## src/rtl/hazard_pkg.sv

```systemverilog
// Shared types and default constants for the SimpleRisc hazard/forwarding controller.
package hazard_pkg;

    localparam int REG_IDX_W_DEF  = 4;
    localparam int NUM_STAGES_DEF = 3;
    localparam int LOAD_STAGE_DEF = 2;
    localparam int REG_IDX_W_MAX  = 8;
    localparam int SEL_RF         = 0;

    // rd is stored at the widest supported index width; narrower indices are zero-extended.
    typedef struct packed {
        logic                     v;
        logic [REG_IDX_W_MAX-1:0] rd;
        logic                     wb;
        logic                     ld;
    } sb_entry_t;

endpackage

```

## src/rtl/fwd_match.sv

```systemverilog
// Combinational priority matcher: finds the youngest scoreboard stage writing a given source.
module fwd_match #(
    parameter int IDX_W      = 8,
    parameter int NUM_STAGES = 3,
    parameter int SEL_W      = 2
) (
    input  logic                        en,
    input  logic [IDX_W-1:0]            src,
    input  logic [NUM_STAGES-1:0]       v,
    input  logic [NUM_STAGES-1:0]       wb,
    input  logic [NUM_STAGES-1:0]       ld,
    input  logic [NUM_STAGES*IDX_W-1:0] rd,
    output logic                        hit,
    output logic [SEL_W-1:0]            idx,
    output logic                        hit_ld
);

    // Scan oldest to youngest so the youngest match is the one left standing.
    always_comb begin
        hit    = 1'b0;
        idx    = '0;
        hit_ld = 1'b0;
        for (int i = NUM_STAGES - 1; i >= 0; i--) begin
            if (en && v[i] && wb[i] && (rd[i*IDX_W +: IDX_W] == src)) begin
                hit    = 1'b1;
                idx    = SEL_W'(i);
                hit_ld = ld[i];
            end
        end
    end

endmodule

```

## src/rtl/hazard_fwd_ctrl.sv

```systemverilog
// Scoreboard-based hazard interlock, operand forwarding and branch flush for the OF stage.
// Optional HAZARD_STATS_EN adds saturating stall/flush cycle counters.
module hazard_fwd_ctrl
    import hazard_pkg::*;
#(
    parameter int REG_IDX_W  = REG_IDX_W_DEF,
    parameter int NUM_STAGES = NUM_STAGES_DEF,
    parameter int LOAD_STAGE = LOAD_STAGE_DEF,
    parameter int SEL_W      = $clog2(NUM_STAGES + 1)
) (
    input  logic                 clk,
    input  logic                 reset,
    input  logic                 of_valid,
    input  logic [REG_IDX_W-1:0] of_src1,
    input  logic [REG_IDX_W-1:0] of_src2,
    input  logic                 of_use1,
    input  logic                 of_use2,
    input  logic [REG_IDX_W-1:0] of_rd,
    input  logic                 of_wb,
    input  logic                 of_ld,
    input  logic                 br_taken,
    output logic                 stall,
    output logic                 flush,
    output logic [SEL_W-1:0]     fwd_sel1,
    output logic [SEL_W-1:0]     fwd_sel2
`ifdef HAZARD_STATS_EN
    ,
    output logic [31:0]          stall_cnt,
    output logic [31:0]          flush_cnt
`endif
);

    sb_entry_t sb [NUM_STAGES];
    sb_entry_t entry0_next;

    logic [NUM_STAGES-1:0]               sb_v, sb_wb, sb_ld;
    logic [NUM_STAGES*REG_IDX_W_MAX-1:0] sb_rd;
    logic [REG_IDX_W_MAX-1:0]            src1_x, src2_x;

    logic                                hit1, hit2, hit_ld1, hit_ld2;
    logic [SEL_W-1:0]                    idx1, idx2;
    logic                                ld_stall;

    for (genvar g = 0; g < NUM_STAGES; g++) begin : g_flat
        assign sb_v[g]                                   = sb[g].v;
        assign sb_wb[g]                                  = sb[g].wb;
        assign sb_ld[g]                                  = sb[g].ld;
        assign sb_rd[g*REG_IDX_W_MAX +: REG_IDX_W_MAX]   = sb[g].rd;
    end

    assign src1_x = REG_IDX_W_MAX'(of_src1);
    assign src2_x = REG_IDX_W_MAX'(of_src2);

    fwd_match #(.IDX_W(REG_IDX_W_MAX), .NUM_STAGES(NUM_STAGES), .SEL_W(SEL_W)) u_match1 (
        .en(of_valid & of_use1), .src(src1_x), .v(sb_v), .wb(sb_wb), .ld(sb_ld), .rd(sb_rd),
        .hit(hit1), .idx(idx1), .hit_ld(hit_ld1)
    );

    fwd_match #(.IDX_W(REG_IDX_W_MAX), .NUM_STAGES(NUM_STAGES), .SEL_W(SEL_W)) u_match2 (
        .en(of_valid & of_use2), .src(src2_x), .v(sb_v), .wb(sb_wb), .ld(sb_ld), .rd(sb_rd),
        .hit(hit2), .idx(idx2), .hit_ld(hit_ld2)
    );

    // A load result is only usable once the load has reached LOAD_STAGE.
    assign ld_stall = (hit1 && hit_ld1 && (idx1 < SEL_W'(LOAD_STAGE))) ||
                      (hit2 && hit_ld2 && (idx2 < SEL_W'(LOAD_STAGE)));

    assign flush    = br_taken;
    assign stall    = of_valid && !br_taken && ld_stall;
    assign fwd_sel1 = hit1 ? idx1 + SEL_W'(1) : SEL_W'(SEL_RF);
    assign fwd_sel2 = hit2 ? idx2 + SEL_W'(1) : SEL_W'(SEL_RF);

    always_comb begin
        entry0_next = '0;
        if (of_valid && !flush && !stall) begin
            entry0_next.v  = 1'b1;
            entry0_next.rd = REG_IDX_W_MAX'(of_rd);
            entry0_next.wb = of_wb;
            entry0_next.ld = of_ld;
        end
    end

    always_ff @(posedge clk or negedge reset) begin
        if (!reset) begin
            for (int i = 0; i < NUM_STAGES; i++) sb[i] <= '0;
        end else begin
            sb[0] <= entry0_next;
            for (int i = 1; i < NUM_STAGES; i++) sb[i] <= sb[i-1];
        end
    end

`ifdef HAZARD_STATS_EN
    always_ff @(posedge clk or negedge reset) begin
        if (!reset) begin
            stall_cnt <= '0;
            flush_cnt <= '0;
        end else begin
            if (stall && (stall_cnt != '1)) stall_cnt <= stall_cnt + 32'd1;
            if (flush && (flush_cnt != '1)) flush_cnt <= flush_cnt + 32'd1;
        end
    end
`endif

endmodule

```

## config.mk

```make
export PLATFORM = sky130hd
export DESIGN_NAME = hazard_fwd_ctrl
export DESIGN_NICKNAME = d
export VERILOG_FILES = /design/src/rtl/hazard_pkg.sv /design/src/rtl/fwd_match.sv /design/src/rtl/hazard_fwd_ctrl.sv
export SDC_FILE = /design/constraint.sdc
export NUM_CORES = 1
export LEC_CHECK = 0
export CAP_MARGIN = 20
export CORE_UTILIZATION = 35
export CTS_BUF_LIST = sky130_fd_sc_hd__clkbuf_2
export DETAILED_ROUTE_END_ITERATION = 8
export GPL_TIMING_DRIVEN = 0
export PLACE_DENSITY = 0.66
export SLEW_MARGIN = 0
export SYNTH_ARGS = -nofsm -noshare
export SYNTH_HDL_FRONTEND = slang
export SYNTH_SLANG_ARGS = --single-unit
```

## constraint.sdc

```tcl
create_clock -name clk -period 2.2 [get_ports clk]
set_input_delay 0.44 -clock clk [delete_from_list [all_inputs] [get_ports clk]]
set_output_delay 0.44 -clock clk [all_outputs]
set_load 0.01 [all_outputs]
```

# Yosys cells after proc, flatten, opt, wreduce, memory -nomap -nowiden
# Index checks and enable logic that the tools add are counted.
# totals
ff_bits	33
in_bits	20
out_inout_bits	6
word_cells	73
# op_classes
addsub	2
order_cmp	2
n_eq_ne	6
muxes	21
bitwise_logic	2
n_reduce_logical	28
# ops
operator	count
$eq A8 B4 Y1	6
$logic_and A1 B1 Y1	25
$mux W2	8
$mux W1	12
$mux W11	1
$add A2 B1 Y2 const B	2
$lt A2 B2 Y1 const B	2
$and A1 B1 Y1	2
$logic_not A1 Y1	2
$logic_or A1 B1 Y1	1

# Longest topological paths before layout
# Gate-level depths: netlist of run 1.
# depth
word_depth	14
mapped_depth	5
ltp_nobuf	5

# Cells and area by module
# From an unflattened synthesis of run 1, not the netlist that was laid out.
# unflattened
cells_unflattened	135
area_unflattened_um2	1431.4
# by_module_without_submodules
module	n_inst	cells_each	area_each_um2	seq_area_each_um2
hazard_fwd_ctrl	1	45	748.2	525.5
fwd_match	2	45	341.6	0.0

# Least setup slack after synthesis of run 1
# Ideal clock, no wire load.
# synth_path
kind	input-to-output
startpoint	input of_src2[2]
endpoint	output stall
arrival_ns	1.316
required_ns	1.760
slack_ns	0.444
stages	5
n_path_buf	0
path_cell_list	xor2_1 -> nor2_1 -> nand4_1 -> o22ai_4 -> a31o_1
# synth_via
elab_chain_len	9
word_cells_on_any_way	20
cone_classes	1 x order compare; 3 x eq/ne; 9 x mux; 7 x reduce/logical
# synth_rtl
item	line_no	text
start, declared	hazard_fwd_ctrl.sv:15	input logic [REG_IDX_W-1:0] of_src2,
$eq A8 B4 Y1	fwd_match.sv:24	if (en && v[i] && wb[i] && (rd[i*IDX_W +: IDX_W] == src)) begin
$logic_and A1 B1 Y1	fwd_match.sv:24	
$mux W2 / $mux W1 (equally long branches) (3 in a row)	fwd_match.sv:24	
$lt A2 B2 Y1 / $logic_and A1 B1 Y1 (equally long branches)	hazard_fwd_ctrl.sv:66	(hit2 && hit_ld2 && (idx2 < SEL_W'(LOAD_STAGE)));
$logic_and A1 B1 Y1 *	hazard_fwd_ctrl.sv:66	
$logic_or A1 B1 Y1 *	hazard_fwd_ctrl.sv:65	assign ld_stall = (hit1 && hit_ld1 && (idx1 < SEL_W'(LOAD_STAGE))) ||
$logic_and A1 B1 Y1 *	hazard_fwd_ctrl.sv:69	assign stall = of_valid && !br_taken && ld_stall;
end, declared	hazard_fwd_ctrl.sv:22	output logic stall,
# Every way passes the cells marked *; elsewhere a longest branch is shown, timed or not.

# Worst setup path in the final report of run 1
# layout_path
startpoint	register sb[24] in the netlist's numbering
endpoint	output stall
# layout_via
elab_chain_len	7
word_cells_on_any_way	18
cone_classes	2 x order compare; 2 x eq/ne; 6 x mux; 8 x reduce/logical
# layout_rtl
item	line_no	text
start, declared	hazard_fwd_ctrl.sv:33	sb_entry_t sb [NUM_STAGES];
$eq A8 B4 Y1	fwd_match.sv:24	
$logic_and A1 B1 Y1	fwd_match.sv:24	
$mux W2 / $mux W1 (equally long branches)	fwd_match.sv:24	
$lt A2 B2 Y1 (tied with other cells)	hazard_fwd_ctrl.sv:65	
$logic_and A1 B1 Y1, on equally long branches	hazard_fwd_ctrl.sv:65, hazard_fwd_ctrl.sv:66	
$logic_or A1 B1 Y1 *	hazard_fwd_ctrl.sv:65	
$logic_and A1 B1 Y1 *	hazard_fwd_ctrl.sv:69	
# Marked as above.

==> impl_metrics.toml, run 1 <==
[clock_network]
clk_pin_slew_worst_paths_ps = 210
clock_latency_ps = 320
htree_levels = 1
numCtsBuffers = 3
cts_tree = "built"
ctsLongestPathBuffers = 2
cts_root_buffer = "clkbuf_2"
cts_hold_buffers = 0
clock_sinks = 20

[synth]
synth_cells = 90
synth_flop_cell = "dfrtp_1"
ys_ff_latch = 20
yosysSeqAreaShare_pct = 49.50
synth-edff-count = 0
synth_cell_type_count = 21
synth_nets = 110
yosysTopAreaCell = "dfrtp_1"
yosysMostFrequentCell = "dfrtp_1"
synthTopCellsByArea = "dfrtp_1, xnor2_1, nand4_1, a211oi_1, xor2_1"
synth-async-reset-ratio_pct = 100.0
synth_common_cells = "dfrtp_1, xnor2_1, nand4_1, a211oi_1"
synth.avg_cell_area_um2 = 11.23
netlist_area_um2 = 1011
yosysWarningCount = 0
yosysTopAreaCellShare_pct = 49.50

[min_path]
holdPathStages = 0
hold_end = "sb[21]"
hp-start = "sb[32]"
hold_path_class = "flop to flop"

[grt]
grt_pass1_wl_mm = 3.601
grt-ovfl-total = 0
grt_usage_pct = 14.90
grt_pass1_vias = 784
antenna_found_initial = 0
grt_max_degree = 21

[routing]
vias = 805
wirelength_mm = 2.145
postRouteAntennaNets = 0
drt_iter0_drc = 10
drc_errors = 0
wl_per_cell_um = 13.49
first_pass_iters = 3
avgViaCountPerCell = 5.063

[final_layout]
drive_gt1_share_pct = 17.19
regMostFlops = "sb"
final_core_util_pct = 50.18
area_growth_syn_to_layout_pct = 36.88
top_regs = "sb (20)"
largest_reg_flops = 20
diodes = 0
stdcell_area_um2 = 1384
fin_nets = 149
nFillCells = 258

[critical_path]
critPathArrivalTime_ps = 1810
cp_slowest_cell = "dfrtp_1"
path_buf_inv = 2
r2r_cells = 7
cp.required_ps = 1760
regToRegStartpoint = "sb[24]"
cp_max_fo = 4
r2r_slack_ps = 570
cp-end-kind = "primary output"
critPathLaunchType = "flop"
path_cells = "xnor2_1 > nand3_1 > nor3_4 > buf_4 > o211a_1 > a31o_1 > buf_2"
worst-setup-path-type = "flop to primary output"
r2r-end = "sb[27]"
critPathMaxStageDelay_ps = 460
crit_family = "flip-flops"

[die]
initial_utilization_pct = 36.66
coreArea_um2 = 2758
rows = 19
die_width_um = 55.75
die_h_um = 55.75
pin_count = 26
die_area_um2 = 3108

[sta]
skew_ps = 22.60
setup_viol = 1
finalHoldViolCount = 0
max_freq_mhz = 445.4
rsz0062_at_grt = "yes"
fin_ws_ps = -45.32
period_needed_ps = 2245
tightest_slew_ps = 864.1
slew_violations = 0
slew-limit-headroom_pct = 42.21
finalCritPeriodShare_pct = 102.1

[power]
internal_power_mw = 0.5932
switching_power_mw = 0.1759
seq_power_share_pct = 51.4
power.share.clock_pct = 35.3
switching_share_pct = 22.87
p_leak_nw = 0.6314
p_per_area_nw_per_um2 = 555.8
p_comb_share_pct = 13.3
ir_worst_vdd_mv = 0.5681

[place]
dpl.hpwl_mm = 1.631
postPlaceCellArea_um2 = 1300
gp_congestion = 0.7214
portBuffers = 25

[run_status]
status = "complete, but fails checks"
violations = "negative setup slack"

[run]
maxCapViolations = 0
routing by layer:
metal | wire [µm] | track usage, % | vias up
li1 | - | - | 395
met1 | 1004 | 20.24 | 392
met2 | 1058 | 24.78 | 16
met3 | 66 | 2.093 | 2
met4 | 16 | 4.286 | 0
met5 | 0 | 0 | -
metrics by stage:
| stage | cells | power (mW) | setup TNS (ps) | hold WS (ps) | worst slack, ps |
|---|---|---|---|---|---|
| 2_1_floorplan | 90 | 0.4467 | 0 | 144.4 | 444.1 |
| 3_3_place_gp | 146 | 0.5065 | -2655 | 375.2 | -751.5 |
| 3_5_place_dp | 146 | 0.5103 | -2785 | 381.8 | -789.5 |
| 4_1_cts | 158 | 0.7726 | -150.7 | 427.0 | -131.8 |
| 5_1_grt | 159 | 0.8160 | -382.9 | 460.2 | -222.2 |
| 6_report | 159 | 0.7691 | -45.32 | 427.3 | -45.32 |
power by group through the flow:
stage / Clock (mW) / Sequential (mW) / Combinational [mW]
detailed placement: 0 / 0.402 / 0.108
global route: 0.305 / 0.399 / 0.112
CTS: 0.275 / 0.395 / 0.102
floorplan: 0 / 0.399 / 0.0472
finish: 0.272 / 0.396 / 0.102
global placement: 0 / 0.401 / 0.106
worst max-delay path by stage:
stage / start / to / cells after the start
2_1_floorplan: of_src2[2] / stall / 5
3_3_place_gp: of_valid / stall / 7
3_5_place_dp: of_valid / stall / 7
4_1_cts: sb[24] / stall / 7
5_1_grt: sb[24] / stall / 7
6_report: sb[24] / stall / 7
area by class of cell:
type | instances | area (µm²) | area share, %
clock inverters | 1 | 30.03 | 2.170
well taps | 31 | 38.79 | 2.803
plain buffers | 3 | 15.01 | 1.085
repair buffers | 34 | 284.0 | 20.52
inverters | 2 | 7.507 | 0.5425
flip-flops and latches | 20 | 500.5 | 36.17
clock buffers | 3 | 15.01 | 1.085
multi-input cells | 65 | 493.0 | 35.62
logic make-up after synthesis:
family | after synthesis | share of synthesized area [%]
compound gates | 14 | 11.51
simple gates | 27 | 15.96
xor+xnor | 24 | 20.79
buf+inv | 5 | 2.229
flops | 20 | 49.50
placed cells by master, fill, tap and decap left out, types with 2 or more instances in the layout:
| cell | synthesis | layout |
|---|---|---|
| a211oi_1 | 7 | 7 |
| a21oi_1 | 2 | 2 |
| buf_1 | 2 | 2 |
| buf_2 | 0 | 3 |
| buf_4 | 1 | 10 |
| clkbuf_2 | 0 | 4 |
| clkdlybuf4s50_1 | 0 | 9 |
| dfrtp_1 | 20 | 20 |
| dlygate4sd2_1 | 0 | 11 |
| inv_1 | 2 | 2 |
| nand2_1 | 6 | 6 |
| nand2b_1 | 2 | 2 |
| nand3_1 | 3 | 3 |
| nand4_1 | 9 | 9 |
| nor2_1 | 3 | 3 |
| nor3_4 | 2 | 2 |
| xnor2_1 | 18 | 18 |
| xor2_1 | 6 | 6 |
repair_timing:
action                                  CTS  global route
resized for setup                        25             4
hold endpoints to repair                  0             0
gates cloned                              0             0
pin swaps                                 8             4
endpoints found under the setup margin    5             5
setup buffers                             8             1
(Power assumes the default switching activity.)
==> run 2: changes to the inputs <==
Settings changed: PLACE_DENSITY 0.66 to 0.68.
Clock period 2.2 ns to 1.85 ns, I/O delays scaled along.
==> impl_metrics.toml, run 2 (synthesized netlist as in run 1, its figures left out) <==
[routing]
vias = 803
wirelength_mm = 2.299
drt_iter0_drc = 19
first_pass_iters = 4
postRouteAntennaNets = 0
drc_errors = 0
avgViaCountPerCell = 4.957
wl_per_cell_um = 14.19

[place]
dpl.hpwl_mm = 1.610
portBuffers = 25
dp_cells = 146
dp_slack_ps = -992.8
postPlaceCellArea_um2 = 1300
gp_congestion = 0.7059

[clock_network]
cts_tree = "built"
ctsLongestPathBuffers = 2
cts_root_buffer = "clkbuf_2"
clk_pin_slew_worst_paths_ps = 180
clock_latency_ps = 300
cts_hold_buffers = 0
numCtsBuffers = 3
clock_sinks = 20
htree_levels = 1

[sta]
tightest_slew_ps = 863.4
finalSetupTns_ps = -742.0
rsz0062_at_grt = "yes"
fin_ws_ps = -264.0
period_needed_ps = 2114
slew_violations = 0
setup_viol = 5
slew-limit-headroom_pct = 42.26
finalHoldViolCount = 0
max_freq_mhz = 473.0
skew_ps = 1.039
finalCritPeriodShare_pct = 114.3

[power]
p_comb_share_pct = 15.9
switching_power_mw = 0.2008
internal_power_mw = 0.5659
p_leak_nw = 0.6519
switching_share_pct = 26.19
power.share.clock_pct = 22.7
p_per_area_nw_per_um2 = 537.5
ir_worst_vdd_mv = 0.3309
seq_power_share_pct = 61.4

[grt]
antenna_found_initial = 0
grt_usage_pct = 15.68
grt_max_degree = 21
grt_pass1_wl_mm = 3.746
grt-ovfl-total = 0
grt_pass1_vias = 851

[critical_path]
critPathLaunchType = "flop"
critPathArrivalTime_ps = 1740
cp.required_ps = 1480
r2r_slack_ps = 100
worst-setup-path-type = "flop to primary output"
cp-end-kind = "primary output"
cp_max_fo = 3

[final_layout]
largest_reg_flops = 20
fin_nets = 152
mostFrequentLayoutCell = "dfrtp_1"
diodes = 0
mostFrequentLayoutCells = "dfrtp_1, xnor2_1, dlygate4sd2_1, buf_4, nand4_1"
stdcell_area_um2 = 1426
top_regs = "sb (20)"
area_growth_syn_to_layout_pct = 41.09
final_cell_count_no_fill = 162
regMostFlops = "sb"
drive_gt1_share_pct = 24.43
nFillCells = 255
final_core_util_pct = 51.72

[run]
maxCapViolations = 0

[die]
coreArea_um2 = 2758
die_h_um = 55.75
die_area_um2 = 3108
rows = 19
die_width_um = 55.75
initial_utilization_pct = 36.66
pin_count = 26

[run_status]
status = "complete, but fails checks"
violations = "negative setup slack"

[min_path]
hold_path_class = "flop to flop"
[run 2: routing by layer]
layer | wire [µm] | up-vias | GRT usage [%]
met5 | 0 | - | 0
met4 | 37 | 0 | 5.714
met3 | 74 | 4 | 2.791
met2 | 1170 | 18 | 26.68
met1 | 1016 | 384 | 19.94
li1 | - | 397 | -
[run 2: critical path: stages, from the launching register on]
cell and delay, ps:
dfrtp_1 460, xor2_1 260, nor3_4 80, buf_6 130, o211a_1 210, a31o_1 170, buf_2 130
[run 2: power by group through the flow]
stage          combinational [mW]  clock (mW)  sequential, mW
6_report                    0.122       0.174           0.470
3_3_place_gp                0.126           0           0.476
4_1_cts                     0.123       0.181           0.470
5_1_grt                     0.134       0.202           0.474
2_1_floorplan              0.0562           0           0.475
3_5_place_dp                0.128           0           0.478
[run 2: path summary, 6_finish.rpt]
check,from,end,cells past startpoint
worst min-delay path,sb[32],sb[21],0
worst max-delay path,sb[25],stall,6
worst min register to register,sb[32],sb[21],0
max in group asynchronous,reset,sb[3],1
worst max register to register,sb[27],sb[27],8
min in group asynchronous,reset,sb[27],1
[run 2: per-stage QoR]
stage               hold slack, ps  total power, mW
finish                       426.2           0.7667
global route                 456.0           0.8110
CTS                          425.6           0.7743
detailed placement           385.3           0.6065
global placement             375.2           0.6022
floorplan                    74.41           0.5313
[run 2: layout make-up]
type                    count  area, µm²  area share (%)
well taps                  31      38.79           2.719
plain buffers               3      15.01           1.053
flip-flops and latches     20      500.5           35.09
repair buffers             37      315.3           22.11
clock buffers               3      15.01           1.053
clock inverters             1      3.754          0.2632
multi-input cells          65      530.5           37.19
inverters                   2      7.507          0.5263
[run 2: repair_timing]
action / in CTS / in global routing
endpoints found under the setup margin: 5 / 13
resized for setup: 37 / 6
pin swaps: 11 / 7
setup buffers: 12 / 1
==> run 3: changes to the inputs <==
Settings changed: PLACE_DENSITY 0.68 to unset.
==> impl_metrics.toml, run 3 (synthesized netlist as in run 1, its figures left out) <==
[die]
die_area_um2 = 3108
pin_count = 26
initial_utilization_pct = 36.66
die_width_um = 55.75
rows = 19
coreArea_um2 = 2758
die_h_um = 55.75

[sta]
slew-limit-headroom_pct = 38.61
setup_viol = 5
rsz0062_at_grt = "yes"
skew_ps = 9.273
tightest_slew_ps = 918.0
slew_violations = 0
finalHoldViolCount = 0
period_needed_ps = 2138
max_freq_mhz = 467.8
fin_ws_ps = -287.6
finalCritPeriodShare_pct = 115.5

[critical_path]
cp-end-kind = "primary output"
cp.required_ps = 1480
critPathLaunchType = "flop"
regToRegStartpoint = "sb[27]"
critPathArrivalTime_ps = 1770
cp_max_fo = 3
crit_start = "sb[27]"
r2r_slack_ps = 200
worst-setup-path-type = "flop to primary output"

[clock_network]
ctsLongestPathBuffers = 2
clk_pin_slew_worst_paths_ps = 180
cts_root_buffer = "clkbuf_2"
cts_tree = "built"
clock_latency_ps = 300
numCtsBuffers = 3
clock_sinks = 20
htree_levels = 1

[grt]
gr-usage-met3_pct = 2.558
grt_max_degree = 21
met2_usage_pct = 24.96
grt_pass1_vias = 792
grt_pass1_wl_mm = 3.560
use_met1_pct = 19.49
grt_usage_pct = 15.08
top_usage_layer = "met2"
grt-ovfl-total = 0
antenna_found_initial = 0

[routing]
wirelength_mm = 2.133
avgViaCountPerCell = 5.051
first_pass_iters = 3
drt_iter0_drc = 4
vias = 798
drc_errors = 0
postRouteAntennaNets = 0
wl_per_cell_um = 13.50

[final_layout]
mostFrequentLayoutCells = "dfrtp_1, xnor2_1, dlygate4sd2_1, nand4_1"
regMostFlops = "sb"
fin_nets = 149
stdcell_area_um2 = 1371
drive_gt1_share_pct = 19.69
final_cell_count_no_fill = 158
top_regs = "sb (20)"
mostFrequentLayoutCell = "dfrtp_1"
diodes = 0
largest_reg_flops = 20
area_growth_syn_to_layout_pct = 35.64

[place]
dpl.hpwl_mm = 1.561
gp_congestion = 0.7547
postPlaceCellArea_um2 = 1300
dp_slack_ps = -968.2
portBuffers = 25
dp_cells = 146

[min_path]
hold_path_class = "flop to flop"
hp-start = "sb[21]"

[power]
p_per_area_nw_per_um2 = 551.7
ir_worst_vdd_mv = 0.3014
p_total_mw = 0.7566
p_leak_nw = 0.6396

[run_status]
violations = "negative setup slack"
status = "complete, but fails checks"

[run]
maxCapViolations = 0
run 3: changes by cell type in the layout (fill, tap and decap cells not counted), sizes merged:
cell,delta
buf,-3
dlygate4sd2,-1
dlymetal6s2s,+1
clkinv,-1
run 3: path summary, 6_finish.rpt:
path / endpoint / cells after the start
setup / recovery: stall / 7
hold / removal: sb[10] / 0
setup reg to reg: sb[24] / 7
hold reg to reg: sb[10] / 0
max in group asynchronous: sb[4] / 1
min in group asynchronous: sb[22] / 1
run 3: what timing repair did:
item                                   4_1_cts  5_1_grt
hold buffers                                 0        0
setup endpoints to repair                    5        6
resized for setup                           34        5
endpoints found under the hold margin        0        0
pin swaps                                   14        6
buffers inserted                            10        0
run 3: power breakdown:
group | internal, mW | switching, mW
Clock | 0.0442 | 0.123
Sequential | 0.455 | 0.0146
Combinational | 0.0633 | 0.0565
run 3: critical path, cell delays in order (launching register included):
cell and delay (ps):
dfrtp_1 450, xnor2_1 170, nand3_1 140, nor3_4 180, buf_6 140, o22ai_4 70
a31o_1 200, buf_2 130
run 3: layer usage:
metal,vias up,routed length [µm]
li1,393,-
met1,387,952
met2,16,1070
met3,2,94
met4,0,15
met5,-,0
run 3: layout make-up:
type / count / area [µm²]
Buffer: 3 / 16.27
Clock buffer: 3 / 15.01
Fill cell: 279 / 1386
Inverter: 2 / 7.507
Multi-Input combinational cell: 65 / 500.5
Sequential cell: 20 / 500.5
Tap cell: 31 / 38.79
Timing Repair Buffer: 34 / 292.8
run 3: per-stage QoR:
step           util, %  hold slack [ps]  setup TNS, ps
2_1_floorplan        -            74.41              0
5_1_grt          49.73            441.1          -1310
3_5_place_dp     47.14            381.5          -5235
3_3_place_gp     47.14            378.7          -4817
6_report         49.73            421.9         -541.8
4_1_cts          49.50            419.5          -1055
